File: config.mk
export PLATFORM = sky130hd
export DESIGN_NAME = mem_arbiter
export DESIGN_NICKNAME = d
export VERILOG_FILES = /design/src/rtl/mem_arbiter.sv
export SDC_FILE = /design/constraint.sdc
export NUM_CORES = 1
export LEC_CHECK = 0
export CORE_AREA = 2 2 288 290
export DETAILED_ROUTE_END_ITERATION = 8
export DIE_AREA = 0 0 290 292
export GPL_ROUTABILITY_DRIVEN = 0
export PLACE_DENSITY_LB_ADDON = 0.05
export SLEW_MARGIN = 20
export SYNTH_ARGS = -nofsm -noshare
export SYNTH_HDL_FRONTEND = slang
export SYNTH_SLANG_ARGS = --single-unit
File: constraint.sdc
create_clock -name clk -period 2.9 [get_ports clk]
set_clock_uncertainty 0.15 [all_clocks]
set_input_delay 0.725 -clock clk [delete_from_list [all_inputs] [get_ports clk]]
set_output_delay 0.725 -clock clk [all_outputs]
set_load 0.1 [all_outputs]
File: src/rtl/mem_arbiter.sv
// Two-port memory arbiter: icache fills and dcache fills/write-backs share
// one line-wide memory port, round-robin granted, with a wait timeout.
// Ports:
//   clk, reset (async, active-low)
//   ic_req/ic_addr -> ic_ack/ic_err/ic_rdata        icache line fills
//   dc_req/dc_we/dc_addr/dc_wdata -> dc_ack/dc_err/dc_rdata   dcache
//   mem_req/mem_we/mem_addr/mem_wdata <- mem_ready/mem_rdata   memory
//   owner: 00 idle, 01 icache, 10 dcache
module mem_arbiter #(
    parameter int ADDR_W  = 32,
    parameter int LINE_W  = 128,
    parameter int TIMEOUT = 64
) (
    input  logic              clk,
    input  logic              reset,
    input  logic              ic_req,
    input  logic [ADDR_W-1:0] ic_addr,
    output logic              ic_ack,
    output logic              ic_err,
    output logic [LINE_W-1:0] ic_rdata,
    input  logic              dc_req,
    input  logic              dc_we,
    input  logic [ADDR_W-1:0] dc_addr,
    input  logic [LINE_W-1:0] dc_wdata,
    output logic              dc_ack,
    output logic              dc_err,
    output logic [LINE_W-1:0] dc_rdata,
    output logic              mem_req,
    output logic              mem_we,
    output logic [ADDR_W-1:0] mem_addr,
    output logic [LINE_W-1:0] mem_wdata,
    input  logic              mem_ready,
    input  logic [LINE_W-1:0] mem_rdata,
    output logic [1:0]        owner
);
    typedef enum logic [1:0] {
        IDLE = 2'b00,
        BUSY = 2'b01,
        ACK  = 2'b10
    } state_t;

    localparam int CW = $clog2(TIMEOUT + 1);
    localparam logic [CW-1:0] LAST_CNT = CW'(TIMEOUT - 1);

    state_t            state, state_n;
    logic [CW-1:0]     cnt, cnt_n;
    logic              last_dc, last_dc_n;
    logic              pick_dc;
    logic              ic_ack_n, ic_err_n, dc_ack_n, dc_err_n;
    logic [LINE_W-1:0] ic_rdata_n, dc_rdata_n;
    logic              mem_req_n, mem_we_n;
    logic [ADDR_W-1:0] mem_addr_n;
    logic [LINE_W-1:0] mem_wdata_n;
    logic [1:0]        owner_n;

    // dcache wins unless both request and dcache had the previous grant
    assign pick_dc = dc_req && !(ic_req && last_dc);

    always_ff @(posedge clk or negedge reset) begin
        if (!reset) begin
            state     <= IDLE;
            cnt       <= '0;
            last_dc   <= 1'b0;
            ic_ack    <= 1'b0;
            ic_err    <= 1'b0;
            ic_rdata  <= '0;
            dc_ack    <= 1'b0;
            dc_err    <= 1'b0;
            dc_rdata  <= '0;
            mem_req   <= 1'b0;
            mem_we    <= 1'b0;
            mem_addr  <= '0;
            mem_wdata <= '0;
            owner     <= 2'b00;
        end else begin
            state     <= state_n;
            cnt       <= cnt_n;
            last_dc   <= last_dc_n;
            ic_ack    <= ic_ack_n;
            ic_err    <= ic_err_n;
            ic_rdata  <= ic_rdata_n;
            dc_ack    <= dc_ack_n;
            dc_err    <= dc_err_n;
            dc_rdata  <= dc_rdata_n;
            mem_req   <= mem_req_n;
            mem_we    <= mem_we_n;
            mem_addr  <= mem_addr_n;
            mem_wdata <= mem_wdata_n;
            owner     <= owner_n;
        end
    end

    always_comb begin
        state_n     = state;
        cnt_n       = cnt;
        last_dc_n   = last_dc;
        ic_ack_n    = 1'b0;
        ic_err_n    = 1'b0;
        dc_ack_n    = 1'b0;
        dc_err_n    = 1'b0;
        ic_rdata_n  = ic_rdata;
        dc_rdata_n  = dc_rdata;
        mem_req_n   = mem_req;
        mem_we_n    = mem_we;
        mem_addr_n  = mem_addr;
        mem_wdata_n = mem_wdata;
        owner_n     = owner;
        unique case (state)
            IDLE: begin
                if (ic_req || dc_req) begin
                    state_n   = BUSY;
                    cnt_n     = '0;
                    mem_req_n = 1'b1;
                    last_dc_n = pick_dc;
                    if (pick_dc) begin
                        mem_we_n    = dc_we;
                        mem_addr_n  = dc_addr;
                        mem_wdata_n = dc_wdata;
                        owner_n     = 2'b10;
                    end else begin
                        mem_we_n   = 1'b0;
                        mem_addr_n = ic_addr;
                        owner_n    = 2'b01;
                    end
                end
            end
            BUSY: begin
                cnt_n = cnt + CW'(1);
                // mem_ready is tested first so it beats a same-cycle timeout
                if (mem_ready || cnt == LAST_CNT) begin
                    state_n   = ACK;
                    mem_req_n = 1'b0;
                    if (owner == 2'b10) begin
                        dc_ack_n = 1'b1;
                        dc_err_n = !mem_ready;
                        if (mem_ready && !mem_we)
                            dc_rdata_n = mem_rdata;
                    end else begin
                        ic_ack_n = 1'b1;
                        ic_err_n = !mem_ready;
                        if (mem_ready)
                            ic_rdata_n = mem_rdata;
                    end
                end
            end
            ACK: begin
                state_n = IDLE;
                owner_n = 2'b00;
            end
            default: begin
                state_n = IDLE;
            end
        endcase
    end
endmodule

# Word-level counts from Yosys, hierarchy flattened

Index checks and enable logic that the tools add are counted.

Bits of input ports: 326
Register bits after elaboration: 434

Reductions and logical operators: 19
Muxes and demuxes: 25
Add/subtract/negate cells: 1
Bitwise logic cells: 1
Equal/unequal tests: 6

Operator list:

| operator              | count |
|---|---|
| $mux W32              | 1 |
| $mux W1               | 15 |
| $pmux W7 S2           | 1 |
| $mux W2               | 4 |
| $pmux W2 S2           | 2 |
| $reduce_and A2 Y1     | 4 |
| $reduce_and A4 Y1     | 2 |
| $add A7 B1 Y7 const B | 1 |
| $eq A7 B6 Y1 const B  | 1 |
| $mux W7               | 1 |
| $reduce_and A3 Y1     | 2 |
| $eq A2 B2 Y1 const B  | 2 |
| $ne A2 B2 Y1 const B  | 2 |
| $reduce_bool A2 Y1    | 2 |
| $logic_and A1 B1 Y1   | 3 |
| $logic_not A1 Y1      | 3 |
| $eq A2 B1 Y1 const B  | 1 |
| $logic_not A2 Y1      | 1 |
| $logic_or A1 B1 Y1    | 2 |
| $pmux W1 S2           | 1 |
| $not A1 Y1            | 1 |

# Depth between registers and ports, before layout

Gate-level depths: netlist (run 1).

Depth in word-level cells: 6
Gate-level depth with buffers: 6

# Worst setup path before layout (run 1)

Ideal clock, no wire load.

Path kind: register -> register
Start point: register owner[1]
End point: register dc_rdata[100]
Data arrival time: 2104 ps
Required time: 2625 ps
Path slack: 521 ps
Stages on the path, launching flop included: 6
Path through: dfrtp_1 -> nand2b_1 -> or3_4 -> buf_6 -> buf_6 -> mux2_4

Cells in the longest elaborated chain, start to end: 2

RTL lines:

| what                               | line | source |
|---|---|---|
| from (decl)                        | 34   | `output logic [1:0] owner` |
| from (signal assigned)             | 89   | `owner <= owner_n;` |
| $eq A2 B2 Y1                       | 133  | `if (owner == 2'b10) begin` |
| $reduce_and A4 Y1 (no source line) | --   |  |
| to (signal assigned)               | 84   | `dc_rdata <= dc_rdata_n;` |
| to (decl)                          | 27   | `output logic [LINE_W-1:0] dc_rdata,` |

No other way between the ends.
A chain may end at the register's enable or synchronous reset.

# Worst setup path after layout (run 1)

Start point: register mem_we
End point: output mem_we

RTL lines:

| what                   | line | source |
|---|---|---|
| from (decl)            | 29   | `output logic mem_we,` |
| from (signal assigned) | 86   | `mem_we <= mem_we_n;` |

No word-level cell between the ends.

==> results.yml, run 1 <==
outcome:
  outcome: "complete, no violations"
synthesis:
  synth_top_area_share_pct: 64.21
  synth-edff-count: 0
  syn_avg_cell_area_sq_um: 16.95
  ys_ff_latch: 434
  yosys-top-cells-count: "434 x dfrtp_1, 229 x mux2_2, 120 x mux2_4"
  synth_cell_type_count: 36
  ys_seq_area_share_pct: 64.21
  synth.yosys.warnings: 0
  synth.cell_area_sq_mm: 0.01691
  async_reset_ff_share_pct: 100.0
  synth.most_common_cell: "dfrtp_1"
  synth_top_area_cell: "dfrtp_1"
  syn_inst: 998
  synth_ff_type: "dfrtp_1"
  synth_fp_nets: 1325
  synth.area.top_cells: "dfrtp_1 64%, mux2_2 15%, mux2_4 11%"
cells_and_area:
  fill_cells: 8128
  stdcell_area_sq_mm: 0.02691
  area_growth_pct: 59.10
  drive_gt1_share_pct: 49.89
  nets: 2124
sta:
  finalWorstSetupSlack_ns: 0.6820
  drv_slew: 0
  fin_crit_ns: 2.218
  worst_slew_pin_slew_ns: 0.4885
  max_freq_mhz: 450.9
  finalHoldViolations: 0
  finalSetupViolCount: 0
  rsz0062_at_grt: "false"
  max_slew_margin_pct: 67.43
  post-route-period-util_pct: 76.48
  fin_setup_tns_ns: 0
placement:
  place_ws_ns: 0.1703
  portBuffers: 749
  dp_hpwl_mm: 48.86
  post_dp_cell_area_sq_mm: 0.02495
clock_tree:
  ctsHtreeMaxLevel: 2
  clkTransAtPathRegs_ns: 0.06
  cts.sinks: 434
  cts_tree: "built"
  cts_buffers: 56
  root_buffer: "clkbuf_16"
  clkLatencyLatePin_ns: 0.59
  post_cts_resized: 0
  cts_buffer_depth: 3
critical_path:
  crit_fanout: 3
  critPathBufInv: 1
  critical-path-top-delay-family: "flip-flops"
  end_kind: "output pin"
  cp_slowest_stage_delay_ns: 0.41
  crit_arrival_ns: 1.34
  cp_slowest_cell: "dfrtp_1"
  cp_cell_sequence: "buf_4"
  critical_path_required_ns: 2.03
  critPathLaunchType: "flop"
  crit_type: "flop to output pin"
routing:
  vias_per_cell: 4.006
  detailroute.via_count: 11690
  drtIter0Drc: 371
  drtPass1Iterations: 4
  wl_mm: 64.44
  drc: 0
  antenna_left: 0
  drt-wirelength-per-cell_um: 22.08
floorplanning:
  start_util_pct: 20.73
  die-area_sq_mm: 0.08468
  io_pins: 750
  num_rows: 105
  core_sq_mm: 0.08158
  die_h_um: 292
  die_w_um: 290
global_route:
  grt_max_degree: 56
  grt_remaining_overflow: 0
  grt_pass1_wl_mm: 93.41
  grt_usage_pct: 14.87
  antenna_found_initial: 11
  grt_pass1_vias: 12980
run:
  maxCapViolCount: 0
worst_hold_path:
  min_path_type: "flop to flop"
## per-stage QoR
step                      hold WS [ns]  cells  utilization (%)
after global placement          0.3216   2808            30.58
final                           0.3333   2919            32.99
after floorplan                 0.2794    998                -
after detailed placement        0.3263   2808            30.58
after CTS                       0.3394   2912            32.97
after global routing            0.3601   2918            32.98
## state kept, by name, indices dropped and copies added, names as in the netlist
| register | cells |
|---|---|
| cnt | 7 |
| dc_ack | 1 |
| dc_err | 1 |
| dc_rdata | 128 |
| ic_ack | 1 |
| ic_err | 1 |
| ic_rdata | 128 |
| last_dc | 1 |
| mem_addr | 32 |
| mem_req | 1 |
| mem_wdata | 128 |
| mem_we | 1 |
| owner | 2 |
| state | 2 |
## worst paths after layout
kind                                                start                         to  slack, ns  depth (start not counted)
worst min register to register  mem_wdata[49]$_DFFE_PN0P_  mem_wdata[49]$_DFFE_PN0P_       0.33                          1
worst min-delay path            mem_wdata[49]$_DFFE_PN0P_  mem_wdata[49]$_DFFE_PN0P_       0.33                          1
worst max register to register       state[1]$_DFFE_PN0P_  ic_rdata[108]$_DFFE_PN0P_       0.88                          6
max in group asynchronous                           reset  dc_rdata[105]$_DFFE_PN0P_       1.18                          3
worst max-delay path                   mem_we$_DFFE_PN0P_                     mem_we       0.68                          1
min in group asynchronous                           reset   ic_rdata[55]$_DFFE_PN0P_       0.52                          2
## cells in the final DEF (no fill, tap or decap), types with 20 or more instances in the layout
master           synthesis  routed
a221o_1                 32      32
buf_4                    9     452
dfrtp_1                434     434
mux2_1                  35      35
buf_12                   0      20
clkbuf_16                0      57
clkdlybuf4s50_1          0     324
mux2_4                 120     120
mux2_2                 229     229
and3_1                  34      34
## worst reg2reg max path: stages (launching register included)
cell,delay [ns]
dfrtp_1,0.47
nand3b_4,0.20
buf_4,0.16
nor2_4,0.14
buf_12,0.19
buf_12,0.23
mux2_2,0.36
## cells by family (layout without fill, tap and decap cells)
logic type	Yosys count	after routing	share of synthesized area, %
mux	385	385	28.29
compound gates	53	53	2.707
fa+ha+maj	1	1	0.07396
other cells	0	7	0
flops	434	434	64.21
simple gates	68	68	2.500
buf+inv	57	901	2.226
## what timing repair did
item	in CTS	in global routing
endpoints found under the setup margin	0	0
buffers inserted	0	0
hold buffers	1	0
endpoints found under the hold margin	35	0
## layout make-up
type                       instances  area [sq um]  area share [%]
timing repair buffer             798          7062           26.24
clock buffer                      89          1707           6.342
tap                             1070          1339           4.975
antenna                            7         17.52         0.06509
clock inverter                    14         227.7          0.8462
sequential                       434         10860           40.36
multi-input combinational        507          5699           21.18
## metal layers
metal | vias up | share of wire [%] | track usage, %
li1 | 5234 | - | -
met2 | 459 | 52 | 26.54
met3 | 88 | 7.9 | 5.260
met4 | 8 | 2.3 | 4.459
met5 | - | 0.085 | 0
met1 | 5905 | 38 | 16.58
Power of run 1 is not shown: default switching activity piles up to over one toggle a cycle in this logic, so the estimate is an artifact.
==> inputs of run 2 (changes only) <==
--- a/config.mk
+++ b/config.mk
@@ -5,9 +5,9 @@
 export SDC_FILE = /design/constraint.sdc
 export NUM_CORES = 1
 export LEC_CHECK = 0
-export CORE_AREA = 2 2 288 290
+export CORE_AREA = 2 2 296 298
 export DETAILED_ROUTE_END_ITERATION = 8
-export DIE_AREA = 0 0 290 292
+export DIE_AREA = 0 0 298 300
 export GPL_ROUTABILITY_DRIVEN = 0
 export PLACE_DENSITY_LB_ADDON = 0.05
 export SLEW_MARGIN = 20
==> constraint.sdc (replaced) <==
create_clock -name clk -period 1.9 [get_ports clk]
set_clock_uncertainty 0.15 [all_clocks]
set_input_delay 0.475 -clock clk [delete_from_list [all_inputs] [get_ports clk]]
set_output_delay 0.475 -clock clk [all_outputs]
set_load 0.1 [all_outputs]
==> run 2 against run 1 <==
Against the previous run:
- the run now ends with setup timing left
- via count grew 3.9%
- critical endpoint is now dc_rdata[104]$_DFFE_PN0P_
- highest routed layer unchanged
- critical path type is now flop to flop
- register-to-register slack lost 1.0 ns
- final area is 26% higher
- count of clock-buffer cells in the layout up 1
==> results.yml, run 2 (synthesized netlist as in run 1, its figures left out) <==
outcome:
  outcome: "complete, but fails checks"
  violations: "setup timing"
sta:
  finalHoldViolations: 0
  finalWorstSetupSlack_ns: -0.1384
  fin_crit_ns: 2.038
  finalSetupViolCount: 173
  drv_slew: 0
  fin_setup_tns_ns: -7.091
  rsz0062_at_grt: "true"
  max_slew_margin_pct: 72.67
  post-route-period-util_pct: 107.3
  holdWs_ns: 0.1892
  max_freq_mhz: 490.6
  worst_slew_pin_slew_ns: 0.4100
placement:
  portBuffers: 749
  place_ws_ns: -0.6121
  dp_hpwl_mm: 53.10
critical_path:
  critical_path_required_ns: 2.22
  ff2ff_path_depth: 6
  r2r_start: "owner[0]$_DFFE_PN0P_"
  crit_type: "flop to flop"
  end_kind: "flop"
  r2r_end: "dc_rdata[104]$_DFFE_PN0P_"
  r2r_setup_slack_ns: -0.14
  crit_fanout: 8
  crit_arrival_ns: 2.36
  critPathLaunchType: "flop"
worst_hold_path:
  min_path_type: "input port to async pin"
routing:
  detailroute.via_count: 12150
  wl_mm: 72.81
  vias_per_cell: 3.972
  drc: 0
  drt-wirelength-per-cell_um: 23.81
  antenna_left: 0
  drtPass1Iterations: 4
  drtIter0Drc: 404
floorplanning:
  die-area_sq_mm: 0.08940
  core_sq_mm: 0.08621
  die_w_um: 298
  die_h_um: 300
  num_rows: 108
  start_util_pct: 19.62
  io_pins: 750
cells_and_area:
  largestRegisters: "dc_rdata (128), ic_rdata (128), mem_wdata (128)"
  multi_input_comb_area_sq_mm: 0.006136
  final_cell_mix: "447 x buf_12, 429 x dfrtp_1, 324 x clkdlybuf4s50_1"
  ff_latch_area_sq_mm: 0.01087
  fill_cells: 8093
  area_growth_pct: 100.2
  layout_commonest_cell: "buf_12"
  nets: 2185
  drive_gt1_share_pct: 51.90
clock_tree:
  cts_tree: "built"
  clkLatencyLatePin_ns: 0.59
  root_buffer: "clkbuf_16"
  cts.sinks: 434
  cts_buffers: 55
  cts_buffer_depth: 3
  ctsHtreeMaxLevel: 2
  clkTransAtPathRegs_ns: 0.06
global_route:
  grt_remaining_overflow: 0
  antenna_found_initial: 10
  grt_pass1_wl_mm: 100.4
  grt_usage_pct: 15.33
  grt_pass1_vias: 13340
  grt_max_degree: 70
run:
  maxCapViolCount: 0
[run 2: how the worst max path moves through the flow]
| stage | cells after the start | start | slack [ns] | endpoint |
|---|---|---|---|---|
| final | 6 | owner[0]$_DFFE_PN0P_ | -0.14 | dc_rdata[104]$_DFFE_PN0P_ |
| after global routing | 6 | owner[0]$_DFFE_PN0P_ | -0.19 | dc_rdata[40]$_DFFE_PN0P_ |
| after detailed placement | 5 | mem_ready | -0.61 | dc_rdata[87]$_DFFE_PN0P_ |
| after global placement | 5 | mem_ready | -0.60 | dc_rdata[37]$_DFFE_PN0P_ |
| after CTS | 2 | owner[0]$_DFFE_PN0P_ | -0.15 | owner[0] |
| after floorplan | 5 | owner[0]$_DFFE_PN0P_ | -0.12 | dc_rdata[47]$_DFFE_PN0P_ |
[run 2: layout make-up]
class	instances	area share, %
antenna	5	0.03695
sequential	434	32.11
clock inverter	7	0.1885
tap	1155	4.268
multi-input combinational	507	18.12
timing repair buffer	860	40.10
clock buffer	90	5.170
[run 2: what timing repair did]
item,in CTS,in global routing
hold endpoints to repair,433,0
buffers inserted,14,12
resized for setup,31,131
cloned,11,17
setup endpoints to repair,212,326
hold buffers,1,0
pin swaps,1,2
[run 2: routing by layer]
layer | global-route usage (%) | part of all wire (%) | routed length, um | vias to the layer above
met5 | 0 | 0.080 | 58 | -
met4 | 3.637 | 1.6 | 1146 | 10
met3 | 6.214 | 8.8 | 6380 | 86
met2 | 26.83 | 51 | 37400 | 464
met1 | 17.39 | 38 | 27830 | 6234
li1 | - | - | - | 5353
[run 2: critical path, stage by stage, from the launching register on]
cell and delay, ns:
dfrtp_4 0.47, nand2b_4 0.14, or3_4 0.38, buf_12 0.17, buf_8 0.14, buf_16 0.15, mux2_4 0.29
[run 2: metrics by stage]
stage / utilization, % / cells / instance area (sq um)
after global routing: 39.27 / 3058 / 33860
after CTS: 38.14 / 3027 / 32880
after global placement: 35.40 / 2905 / 30520
after floorplan: - / 998 / 17010
final: 39.27 / 3058 / 33860
after detailed placement: 35.40 / 2905 / 30520
Power of run 2 is left out for the same reason.
==> inputs of run 3 (changes only) <==
--- a/config.mk
+++ b/config.mk
@@ -5,9 +5,9 @@
 export SDC_FILE = /design/constraint.sdc
 export NUM_CORES = 1
 export LEC_CHECK = 0
-export CORE_AREA = 2 2 296 298
+export CORE_AREA = 3 3 288 290
 export DETAILED_ROUTE_END_ITERATION = 8
-export DIE_AREA = 0 0 298 300
+export DIE_AREA = 0 0 291 293
 export GPL_ROUTABILITY_DRIVEN = 0
 export PLACE_DENSITY_LB_ADDON = 0.05
 export SLEW_MARGIN = 20
==> run 3 against run 2 <==
Against the previous run:
- the run still ends with setup timing left
- count of clock-buffer cells in the layout decreased by 3
- setup slack improved by 0.034 ns
- core utilization is 2.5 points higher
- final cell count is 2.4% lower
- first-iteration DRC count shrank 24%
- via count down 0.35%
- final area is 0.58% lower
- fmax grew 1.7%
- register-to-register slack better by 0.03 ns
- hold slack gained 0.036 ns
- critical path type is now input port to flop
==> results.yml, run 3 (synthesized netlist as in run 1, its figures left out) <==
cells_and_area:
  final_cell_mix: "454 x buf_12, 430 x dfrtp_1, 324 x clkdlybuf4s50_1"
  largestRegisters: "dc_rdata (128), ic_rdata (128), mem_wdata (128)"
  nets: 2204
  multi_input_comb_area_sq_mm: 0.005883
  stdcell_area_sq_mm: 0.03366
  ff_latch_area_sq_mm: 0.01087
  fill_cells: 7278
  finish.utilization_pct: 41.79
  layout_commonest_cell: "buf_12"
  area_growth_pct: 98.99
  drive_gt1_share_pct: 52.14
sta:
  finalSetupViolCount: 286
  fin_crit_ns: 2.005
  worst_slew_pin_slew_ns: 0.4071
  max_freq_mhz: 498.8
  post-route-period-util_pct: 105.5
  finalHoldViolations: 0
  rsz0062_at_grt: "true"
  fin_setup_tns_ns: -12.73
  holdWs_ns: 0.2254
  max_slew_margin_pct: 72.65
  drv_slew: 0
  finalWorstSetupSlack_ns: -0.1049
critical_path:
  crit_type: "input port to flop"
  crit_arrival_ns: 2.31
  critical_path_required_ns: 2.21
  r2r_setup_slack_ns: -0.10
  crit_fanout: 8
  r2r_end: "dc_rdata[29]$_DFFE_PN0P_"
  ff2ff_path_depth: 5
  critPathLaunchType: "input port"
  r2r_start: "owner[0]$_DFFE_PN0P_"
  end_kind: "flop"
floorplanning:
  start_util_pct: 21.00
  core_sq_mm: 0.08055
  die_h_um: 293
  die_w_um: 291
  num_rows: 104
  die-area_sq_mm: 0.08526
  io_pins: 750
global_route:
  grt_remaining_overflow: 0
  grt_usage_pct: 16.57
  grt_pass1_wl_mm: 103.5
  grt_pass1_vias: 13510
  grt_max_degree: 63
  antenna_found_initial: 18
placement:
  post_dp_cell_area_sq_mm: 0.03055
  portBuffers: 749
  dp_hpwl_mm: 54.94
routing:
  drtIter0Drc: 307
  vias_per_cell: 4.054
  detailroute.via_count: 12100
  wl_mm: 73.28
  drc: 0
  drtPass1Iterations: 4
  drt-wirelength-per-cell_um: 24.54
  antenna_left: 0
outcome:
  outcome: "complete, but fails checks"
  violations: "setup timing"
clock_tree:
  cts.sinks: 434
  cts_buffer_depth: 3
  ctsHtreeMaxLevel: 2
  clkLatencyLatePin_ns: 0.59
  cts_buffers: 55
  clkTransAtPathRegs_ns: 0.06
  cts_tree: "built"
  root_buffer: "clkbuf_16"
run:
  maxCapViolCount: 0
worst_hold_path:
  min_path_type: "input port to async pin"
==> run 3: how the worst max path moves through the flow <==
stage / to / startpoint / cells after the start / slack, ns
floorplan: dc_rdata[47]$_DFFE_PN0P_ / owner[0]$_DFFE_PN0P_ / 5 / -0.12
global placement: dc_rdata[65]$_DFFE_PN0P_ / mem_ready / 5 / -0.69
detailed placement: dc_rdata[64]$_DFFE_PN0P_ / mem_ready / 5 / -0.70
CTS: owner[1] / owner[1]$_DFFE_PN0P_ / 2 / -0.15
global route: dc_rdata[29]$_DFFE_PN0P_ / state[1]$_DFFE_PN0P_ / 5 / -0.16
finish: dc_rdata[29]$_DFFE_PN0P_ / mem_ready / 6 / -0.10
==> run 3: cell type report <==
| type | instances | share of cell area (%) |
|---|---|---|
| diodes | 8 | 0.05948 |
| clock buffers | 87 | 4.959 |
| clock inverters | 11 | 0.3866 |
| multi-input cells | 508 | 17.48 |
| flip-flops and latches | 434 | 32.29 |
| well taps | 1060 | 3.940 |
| repair buffers | 878 | 40.88 |
==> run 3: metrics by stage <==
| stage | std cells | setup WS, ns |
|---|---|---|
| after CTS | 2964 | -0.1534 |
| after floorplan | 998 | -0.1230 |
| final | 2986 | -0.1049 |
| after detailed placement | 2829 | -0.6974 |
| after global placement | 2829 | -0.6923 |
| after global routing | 2980 | -0.1613 |
==> run 3: repair_timing <==
item / in CTS / in global routing
gates cloned: 15 / 12
endpoints found under the setup margin: 330 / 312
pin swaps: 3 / 1
buffers inserted: 22 / 5
hold buffers: 1 / 0
endpoints found under the hold margin: 149 / 0
resized for setup: 63 / 43
==> run 3: layer usage <==
| metal | up-vias | part of all wire [%] | track usage, % |
|---|---|---|---|
| li1 | 5389 | - | - |
| met1 | 6132 | 36 | 17.92 |
| met2 | 473 | 52 | 29.84 |
| met3 | 94 | 9.6 | 7.256 |
| met4 | 16 | 1.9 | 3.743 |
| met5 | - | 0.14 | 0 |
==> run 3: critical path, cell delays in order <==
cell and delay [ns]:
clkdlybuf4s50_1 0.58, nand3b_4 0.11, or3_4 0.45, buf_12 0.19
clkbuf_16 0.19, mux2_4 0.29
Power of run 3 is left out for the same reason.
